$ cat src/rtl/f_fetch_reg.sv
// f_fetch_reg: fetch stage of the five-stage pipeline.
// Holds the program counter, drives the instruction-memory address and latches
// the fetched word into the F/D pipeline register consumed by decode.
//
// Ports:
//   clk          rising-edge clock
//   reset        synchronous, active-high reset
//   stall        hazard stall; freezes the PC and the F/D register
//   flush        clears the F/D register to a bubble (wins over stall)
//   redirect     take redirect_pc as the next PC (ignored while stalled)
//   redirect_pc  branch / j / jr target
//   F_pc         current PC, instruction-memory address
//   F_instr      instruction-memory read data for F_pc (combinational ROM)
//   D_instr      latched instruction (forced to 0 on a fetch error)
//   D_pc         PC of D_instr
//   D_imm16      D_instr[15:0], feeds the immediate extender
//   D_valid      F/D register holds a real fetch
//   D_adel       fetch address error for the instruction in D
module f_fetch_reg #(
    parameter logic [31:0] PC_RESET = 32'h0000_3000,
    parameter logic [31:0] IM_BASE  = 32'h0000_3000,
    parameter logic [31:0] IM_LIMIT = 32'h0000_6FFC
) (
    input  logic        clk,
    input  logic        reset,
    input  logic        stall,
    input  logic        flush,
    input  logic        redirect,
    input  logic [31:0] redirect_pc,
    output logic [31:0] F_pc,
    input  logic [31:0] F_instr,
    output logic [31:0] D_instr,
    output logic [31:0] D_pc,
    output logic [15:0] D_imm16,
    output logic        D_valid,
    output logic        D_adel
);

    logic [31:0] r_pc;
    logic [31:0] r_d_instr;
    logic [31:0] r_d_pc;
    logic        r_d_valid;
    logic        r_d_adel;

    logic [31:0] w_npc;
    logic        w_ferr;

    // Wraps mod 2^32 by construction of the 32-bit add.
    assign w_npc  = redirect ? redirect_pc : r_pc + 32'd4;
    assign w_ferr = (r_pc[1:0] != 2'b00) || (r_pc < IM_BASE) || (r_pc > IM_LIMIT);

    // A redirect during a stall is dropped: the redirecting instruction is
    // itself held in D and will assert it again once released.
    always_ff @(posedge clk) begin
        if (reset) begin
            r_pc <= PC_RESET;
        end else if (!stall) begin
            r_pc <= w_npc;
        end
    end

    always_ff @(posedge clk) begin
        if (reset || flush) begin
            r_d_instr <= 32'h0;
            r_d_pc    <= 32'h0;
            r_d_valid <= 1'b0;
            r_d_adel  <= 1'b0;
        end else if (!stall) begin
            r_d_instr <= w_ferr ? 32'h0 : F_instr;
            r_d_pc    <= r_pc;
            r_d_valid <= 1'b1;
            r_d_adel  <= w_ferr;
        end
    end

    assign F_pc    = r_pc;
    assign D_instr = r_d_instr;
    assign D_pc    = r_d_pc;
    assign D_imm16 = r_d_instr[15:0];
    assign D_valid = r_d_valid;
    assign D_adel  = r_d_adel;

endmodule

$ cat config.mk
export PLATFORM = sky130hd
export DESIGN_NAME = f_fetch_reg
export DESIGN_NICKNAME = d
export VERILOG_FILES = /design/src/rtl/f_fetch_reg.sv
export SDC_FILE = /design/constraint.sdc
export NUM_CORES = 1
export LEC_CHECK = 0
export ABC_AREA = 1
export CAP_MARGIN = 5
export CORE_MARGIN = 1.5
export CORE_UTILIZATION = 47
export DETAILED_ROUTE_END_ITERATION = 6
export GPL_TIMING_DRIVEN = 0
export PLACE_DENSITY = 0.95
export SLEW_MARGIN = 10
export SYNTH_ARGS = -nofsm -noshare
export SYNTH_HDL_FRONTEND = slang
export SYNTH_SLANG_ARGS = --single-unit
$ cat constraint.sdc
create_clock -name clk -period 3 [get_ports clk]
set_clock_uncertainty 0.05 [all_clocks]
set_input_delay 0.9 -clock clk [delete_from_list [all_inputs] [get_ports clk]]
set_output_delay 0.9 -clock clk [all_outputs]
set_load 0.02 [all_outputs]
==> summary.md, run 1 <==
| Metric | Value |
|---|---|
| Clk sinks | 98 |
| Max Slew Vio Count | 0 |
| Vias | roughly 5200 |
| Pleak | 2.41 nW |
| PwrDens | 409 nW/um^2 |
| Yosys top cell by area | dfxtp_1 |
| GR Util All Layers | 29.4% |
| Routed Antenna Nets | 0 |
| Post-synthesis cell type count | 27 |
| Post-synthesis xor/xnor area fraction | 1.70% |
| Post-synthesis cell count | 674 |
| Status | completed |
| Post-synthesis simple-gate area fraction | 27.0% |
| Synth Register Bits | 98 |
| Post-Syn Area | between 4000 and 5000 sq um |
| # nets final | 936 |
| First-pass GRT wire length | 23.6 mm |
| P_int | roughly 2.0 mW |
| Synth top area share | 42.3% |
| Largest net degree at the start of global routing | 17 |
| Post-CTS Setup Bufs | 0 |
| Mean Syn Cell Area | 6.89 sq um |
| Top Family by Delay on Critical Path | buffers and inverters |
| Antenna Cells | 0 |
| Commonest cells after routing, fill and taps aside | nand2_1 (193), clkdlybuf4s50_1 (181), a21oi_1 (106), dfxtp_1 (98), nor2_1 (61) |
| Pre-antenna DRT Iters | 5 |
| Core area | 9680 sq um |
| Critical path depth | 1 |
| Adder-cell area share of the yosys netlist | 0.269% |
| Logic pwr share | 17.1% |
| CP max stage cell | clkdlybuf4s50_1 |
| Gp weighted congestion | 0.948 |
| 1st-iter DRT viols | 366 |
| Post-layout instance area | 6820 sq um |
| H-tree depth | 3 |
| Worst Max-Slew Pin Slew | 620 ps |
| Die X | 102 um |
| Worst Reg-to-Reg Cells | 6 |
| Worst hold stages | 2 |
| Placed cell count | ~1000 |
| Gr ovfl total | 0 |
| Synth Area in Compound Gates | 19.6% |
| Port bufs | 181 |
| Max-cap violations | 0 |
| Net Sw Power | 813 uW |
| Num rows | 36 |
| RSZ-0062 raised after global routing | no |
| Crit path kind | reg2out |
| Reg power frac | 50.6% |
| Setup TNS | 0 ps |
| Final HPWL DP | 11.9 mm |
| Relative slew slack | 58.7% |
| Synth top area cells | dfxtp_1 (42%), nand2_1 (16%), a21oi_1 (11%) |
| Critical Path RT | 2050 ps |
| Root Driver | clkbuf_8 |
| Die height | 102 um |
| Hold buffer count at CTS | 0 |
| Switching Fraction | about 30% |
| Final core occ | roughly 70% |
| Placed cell area | roughly 6600 sq um |
| Fmax | 396 MHz |
| Main combinational cell family by area after synthesis | simple AND/OR/NAND/NOR gates |
| Ys Warns | 0 |
| I/O Pins | about 180 |
| Critical path launch point type | flop |
| Die area | around 10000 sq um |
| Final Non-Filler Cells | 1003 |
| Clock tree buffer depth | 2 |
| Final setup violation count | 0 |
| Critical path capture point type | primary output |
| Hold WS | 419 ps |
| Post-route DRC violation count | 0 |
| Power share of the clock group | between 30% and 40% |
| Clk_lat worst skew | 380 ps |
| Tcrit/Tclk final | a little over four fifths |
| Slack of the critical path | 476 ps |
| Tmin final | between 2000 and 3000 ps |
| CP peak stage delay | just under 700 ps |
| Ratio of cells with drive above 1 in the final layout | about 7.5% |
| Number of global-route vias before repair | 4741 |
| Routed length per instance | 15.5 um |
| DR vias/cell | about 5.2 |
| HP Class | reg2reg |
| Place WS | 288 ps |
| Critical path, cell by cell | clkdlybuf4s50_1 |
| Total Power | 2.79 mW |
| Final wirelength | 15.6 mm |
| Sequential fraction of the synthesis area | 42.3% |
| CP Buf/Inv Count | 1 |
| Reg clk slew, reported paths | 100 ps |
| VDD IR max | 0.289 mV |
| CTS buffer count | 9 |
| Syn Nets | between 700 and 800 |
| Most common cell after layout, fill and taps aside | nand2_1 |
| Final Hold Fails | 0 |
| CTS tree | done |
| Initial antenna violation count | 0 |
| Crit Path Max Fanout | 7 |
| CP arrival | 1570 ps |
| Starting density of the core | 47.9% |
| Synthesis-to-layout area growth | 46.9% |
| Post-CTS sizing | 0 |
| Mux contribution to synthesized area | 0% |
==> flip-flops by register name, indices dropped and copies added, names as in the netlist <==
signal   cells
D_adel       1
F_pc        32
D_pc        32
D_instr     32
D_valid      1
==> power groups by stage <==
stage / clock (mW) / combinational, mW / sequential, mW
floorplan: 0 / 0.174 / 1.48
global placement: 0 / 0.464 / 1.44
detailed placement: 0 / 0.470 / 1.44
CTS: 0.906 / 0.473 / 1.41
global route: 0.954 / 0.515 / 1.42
finish: 0.902 / 0.477 / 1.41
==> cells in the mapped netlist, drive strengths merged <==
cell,n
nand2,200
a21oi,108
dfxtp,98
nor2,73
o21ai,58
inv,35
buf,26
clkbuf,25
nand3,24
nand4,6
xor2,6
a31oi,3
o211ai,3
xnor2,3
a211oi,2
a221oi,1
clkinv,1
ha,1
o21a,1
==> routing by layer <==
| metal | vias up | GRT usage, % | wire length [um] |
|---|---|---|---|
| li1 | 2565 | - | - |
| met1 | 2351 | 37.6 | 6410 |
| met2 | 270 | 48.2 | 7450 |
| met3 | 39 | 7.18 | 1320 |
| met4 | 0 | 10.5 | 402 |
| met5 | - | 0 | 0 |
==> kinds of logic after synthesis <==
family	Yosys count
fa+ha+maj	1
xor+xnor	9
simple gates	303
buf+inv	87
compound gates	176
flops	98
==> path summary, 6_finish.rpt <==
kind | end | from | slack (ps)
worst min-delay path | D_pc[8] | D_pc[8] | 420
worst min register to register | D_pc[8] | D_pc[8] | 420
worst max register to register | F_pc[12] | F_pc[3] | 1140
worst max-delay path | F_pc[17] | F_pc[17] | 480
==> area by class of cell <==
cell class	count	area, sq um
clock inverters	5	62.6
well taps	133	166
repair buffers	181	1810
clock buffers	10	138
flip-flops and latches	98	1960
multi-input cells	489	2260
plain buffers	51	289
fillers	799	2860
inverters	36	135
Note: power is estimated with default switching activity, not from simulation.
==> run 2: changes to the inputs <==
CORE_UTILIZATION = 44   (was 47)
PLACE_DENSITY = 0.91   (was 0.95)
clock period = 2.6 ns   (was 3 ns; I/O delays follow)
==> run 2 against run 1 <==
- the run now ends with design-rule violations left
- clock power rose by 9.8%
- sequential cell count unchanged
- non-clock buffer count did not move
- combinational power increased by 15%
- cell count up 0.40%
- total power up 14%
- global-route usage decreased by 1.9 points
- worst setup slack worse by 270 ps
- first-iteration DRC count grew 4.6%
- register-to-register slack worse by 430 ps
- critical path type unchanged
- critical endpoint unchanged
- largest power group unchanged
==> summary.md, run 2 (synthesized netlist as in run 1, its figures left out) <==
| Metric | Value |
|---|---|
| CP peak stage delay | 670 ps |
| 1st-iter DRT viols | 383 |
| Critical path, cell by cell | clkdlybuf4s50_1 |
| Place WS | 47.2 ps |
| Routed length per instance | 15.5 um |
| Pre-antenna DRT Iters | 7 |
| Critical path launch point type | flop |
| Met3 WL | 1.29 mm |
| Antenna Cells | 0 |
| VDD IR max | roughly 0.35 mV |
| Core area | 10300 sq um |
| Final wirelength | about 16 mm |
| Initial antenna violation count | 0 |
| Hold buffer count at CTS | 0 |
| Critical Path Sink | F_pc[17] |
| Routed Antenna Nets | 0 |
| Net Sw Power | 964 uW |
| CTS buffer count | 9 |
| Power share of the clock group | 31.2% |
| Die area | 11200 sq um |
| Critical Path RT | 1770 ps |
| Gr ovfl total | 0 |
| Reg clk slew, reported paths | about 100 ps |
| # nets final | around 940 |
| Crit path kind | reg2out |
| Pleak | 2.41 nW |
| Num rows | 37 |
| Die height | 106 um |
| Final Hold Fails | 0 |
| Critical path capture point type | primary output |
| Slack of the critical path | 208 ps |
| Clock tree buffer depth | 2 |
| Logic pwr share | 17.4% |
| Final core occ | 66.4% |
| Wire length on met1 | 6.60 mm |
| Critical Path Source | F_pc[17] |
| Final HPWL DP | 12.0 mm |
| Die X | 106 um |
| Top Family by Delay on Critical Path | buffers and inverters |
| Fillers | 901 |
| Final setup violation count | 0 |
| H-tree depth | 3 |
| Placed cell area | 6630 sq um |
| Most common cell after layout, fill and taps aside | nand2_1 |
| Synthesis-to-layout area growth | 46.9% |
| Top Layer Used | met4 |
| Switching Fraction | 30.4% |
| Multi-input gate area | 2260 sq um |
| Clk sinks | 98 |
| Vias | 5232 |
| P_int | 2.21 mW |
| Clk_lat worst skew | 370 ps |
| Hold WS | 420 ps |
| HP Class | reg2reg |
| Reg power frac | between 50% and 60% |
| I/O Pins | 183 |
| Fmax | 418 MHz |
| GR Util All Layers | between 20% and 30% |
| Status | complete, but fails checks |
| Tmin final | 2390 ps |
| Worst Reg-to-Reg Cells | 7 |
| Post-layout instance area | 6820 sq um |
| CP arrival | roughly 1600 ps |
| Post-CTS Setup Bufs | 0 |
| Final Non-Filler Cells | 1007 |
| Tcrit/Tclk final | between 90% and 100% |
| Largest net degree at the start of global routing | 19 |
| Register area | 1960 sq um |
| Setup TNS | 0 ps |
| Number of global-route vias before repair | 4813 |
| Worst Max-Slew Pin Slew | 667 ps |
| Relative slew slack | 55.5% |
| Port bufs | 181 |
| Placed cell count | around 990 |
| Met2 wire len | 7.28 mm |
| Starting density of the core | around 45% |
| Crit Path Max Fanout | 7 |
| R2R Path End | F_pc[12] |
| Post-route DRC violation count | 2 |
| CP max stage cell | clkdlybuf4s50_1 |
| Post-CTS sizing | 0 |
| Max Slew Vio Count | 0 |
| CP Buf/Inv Count | 1 |
| RSZ-0062 raised after global routing | no |
| Critical path depth | 1 |
| PwrDens | around 460 nW/um^2 |
| Total Power | 3.17 mW |
| Gp weighted congestion | 0.970 |
| Worst r2r src | F_pc[3] |
| Failing checks | design-rule violations |
| Ratio of cells with drive above 1 in the final layout | under 10% |
| Root Driver | clkbuf_8 |
| Max-cap violations | 0 |
| Commonest cells after routing, fill and taps aside | nand2_1 (193), clkdlybuf4s50_1 (181), a21oi_1 (106), dfxtp_1 (98), nor2_1 (61) |
| First-pass GRT wire length | 24.3 mm |
| DR vias/cell | approximately 5.2 |
| Reg2reg setup slack | about 700 ps |
| CTS tree | done |
-- run 2: cell count changes in the layout (fill, tap and decap cells not counted), sizes merged --
cell and change:
inv +2, bufinv -1, clkinv +1, clkinvlp -1
-- run 2: worst reg2reg max path, cell delays in order, from the launching register on --
cell and delay, ps:
dfxtp_1 460, ha_1 250, nand3_2 150, nor2_4 230, nand2_1 150, o21ai_0 330
nand2_1 100, o211ai_1 90
-- run 2: worst min-delay path by stage --
stage | start | end | depth (start not counted)
3_3_place_gp | D_instr[25] | D_instr[25] | 2
4_1_cts | D_instr[29] | D_instr[29] | 2
5_1_grt | D_instr[23] | D_instr[23] | 2
2_1_floorplan | D_instr[16] | D_instr[16] | 2
6_report | D_instr[23] | D_instr[23] | 2
3_5_place_dp | D_instr[29] | D_instr[29] | 2
-- run 2: power groups by stage --
| stage | clock, mW | sequential (mW) | combinational, mW |
|---|---|---|---|
| 3_3_place_gp | 0 | 1.66 | 0.537 |
| 5_1_grt | 1.07 | 1.64 | 0.594 |
| 3_5_place_dp | 0 | 1.66 | 0.544 |
| 6_report | 0.990 | 1.63 | 0.550 |
| 2_1_floorplan | 0 | 1.71 | 0.200 |
| 4_1_cts | 0.995 | 1.63 | 0.547 |
-- run 2: routing by layer --
layer  global-route usage, %  up-vias
met1                    36.3     2342
met2                    44.3      280
li1                        -     2571
met4                    11.4        0
met5                       0        -
met3                    4.76       39
-- run 2: layout make-up --
class / instances / area share [%]
repair buffers: 181 / 26.6
flip-flops and latches: 98 / 28.8
plain buffers: 51 / 4.24
clock inverters: 6 / 0.826
well taps: 136 / 2.50
inverters: 36 / 1.98
clock buffers: 10 / 2.02
multi-input cells: 489 / 33.1
==> run 3: changes to the inputs <==
CORE_UTILIZATION = 34   (was 44)
PLACE_DENSITY = 0.75   (was 0.91)
clock period = 2.93 ns   (was 2.6 ns; I/O delays follow)
==> run 3 against run 2 <==
- the flow now finishes without violations
- total power is 1.4% higher
- via count is 3.2% lower
- sequential share of layout area is 0.73 points lower
- cell count is 4.0% higher
- critical endpoint unchanged
- largest cell class unchanged
- largest power group unchanged
- highest routed layer unchanged
==> summary.md, run 3 (synthesized netlist as in run 1, its figures left out) <==
| Metric | Value |
|---|---|
| Status | completed |
| Max-cap violations | 0 |
| Post-route DRC violation count | 0 |
| Power share of the clock group | 39.8% |
| Synthesis-to-layout area growth | 50.7% |
| Clock tree buffer depth | 2 |
| VDD IR max | around 0.34 mV |
| Reg power frac | 45.0% |
| Crit Path Max Fanout | 7 |
| H-tree depth | 3 |
| Routed Antenna Nets | 0 |
| Final setup violation count | 0 |
| Post-CTS sizing | 0 |
| Final wirelength | 16.0 mm |
| Gr ovfl total | 0 |
| Initial antenna violation count | 0 |
| Clk_lat worst skew | 360 ps |
| Tcrit/Tclk final | 85.0% |
| Reg clk slew, reported paths | 70 ps |
| 1st-iter DRT viols | 329 |
| Largest net degree at the start of global routing | 18 |
| CTS buffer count | 9 |
| Net Sw Power | ~880 uW |
| Root Driver | clkbuf_16 |
| Routed length per instance | 15.3 um |
| Ratio of cells with drive above 1 in the final layout | 7.58% |
| Final HPWL DP | between 10 and 15 mm |
| CP max stage cell | clkdlybuf4s50_1 |
| Switching Fraction | approximately 28% |
| Gp weighted congestion | 0.995 |
| Die X | between 100 and 150 um |
| HP Class | reg2reg |
| CP peak stage delay | 670 ps |
| Starting density of the core | between 30% and 40% |
| Die height | 120 um |
| Post-CTS Setup Bufs | 0 |
| Commonest cells after routing, fill and taps aside | nand2_1 (193), clkdlybuf4s50_1 (181), a21oi_1 (106), dfxtp_1 (98), nor2_1 (61) |
| Number of global-route vias before repair | 4621 |
| Vias | between 5000 and 6000 |
| Final Hold Fails | 0 |
| Num rows | 42 |
| Pre-antenna DRT Iters | 5 |
| Max Slew Vio Count | 0 |
| Fmax | roughly 400 MHz |
| Hold WS | 414 ps |
| Relative slew slack | just over 60% |
| CP Buf/Inv Count | 1 |
| Tmin final | 2490 ps |
| DR vias/cell | 4.84 |
| RSZ-0062 raised after global routing | no |
| I/O Pins | 183 |
| PwrDens | 459 nW/um^2 |
| Core area | 13300 sq um |
| Port bufs | 181 |
| Antenna Cells | 0 |
| Critical path capture point type | primary output |
| P_int | about 2.3 mW |
| Worst Max-Slew Pin Slew | 583 ps |
| Logic pwr share | 15.2% |
| Most common cell after layout, fill and taps aside | nand2_1 |
| Clk sinks | 98 |
| Crit path kind | reg2out |
| # nets final | between 900 and 1000 |
| CTS tree | done |
| CP arrival | approximately 1600 ps |
| Setup TNS | 0 ps |
| Pleak | 2.47 nW |
| Top Family by Delay on Critical Path | buffers and inverters |
| Hold buffer count at CTS | 0 |
| Critical path launch point type | flop |
| Die area | 14400 sq um |
| Final core occ | 52.6% |
| GR Util All Layers | 22.2% |
| First-pass GRT wire length | ~25 mm |
| Critical Path RT | ~2000 ps |
| Critical path, cell by cell | clkdlybuf4s50_1 |
run 3: power by group through the flow:
stage                     logic, mW  clock network (mW)  registers (mW)
after floorplan               0.178                   0            1.52
after global placement        0.484                   0            1.47
after detailed placement      0.487                   0            1.47
after CTS                     0.490                1.31            1.44
after global routing          0.534                1.37            1.45
final                         0.490                1.28            1.45
run 3: metal layers:
metal / vias to the layer above / wire length, um / track usage (%)
met3: 28 / 1250 / 6.46
li1: 2572 / - / -
met2: 180 / 7230 / 34.3
met1: 2286 / 7180 / 29.5
met5: - / 0 / 0
met4: 0 / 392 / 7.96
run 3: worst paths after layout:
check	cells after the start	endpoint	slack, ps	start
max	1	F_pc[17]	440	F_pc[17]
min	2	D_instr[17]	410	D_instr[17]
max reg2reg	6	F_pc[12]	1090	F_pc[3]
min reg2reg	2	D_instr[17]	410	D_instr[17]
run 3: area by class of cell:
type                    count  area (sq um)
flip-flops and latches     98          1960
repair buffers            181          1810
plain buffers              51           289
clock inverters             5          67.6
well taps                 176           220
multi-input cells         489          2260
fillers                  1305          6300
inverters                  36           135
clock buffers              11           253
run 3: per-stage QoR:
| stage | area [sq um] | setup WS (ps) | power (mW) | cells |
|---|---|---|---|---|
| 4_1_cts | 7000 | 444 | 3.24 | 1047 |
| 5_1_grt | 7000 | 379 | 3.35 | 1047 |
| 2_1_floorplan | 4640 | 1070 | 1.69 | 674 |
| 3_3_place_gp | 6680 | 295 | 1.96 | 1031 |
| 3_5_place_dp | 6680 | 233 | 1.96 | 1031 |
| 6_report | 7000 | 440 | 3.21 | 1047 |
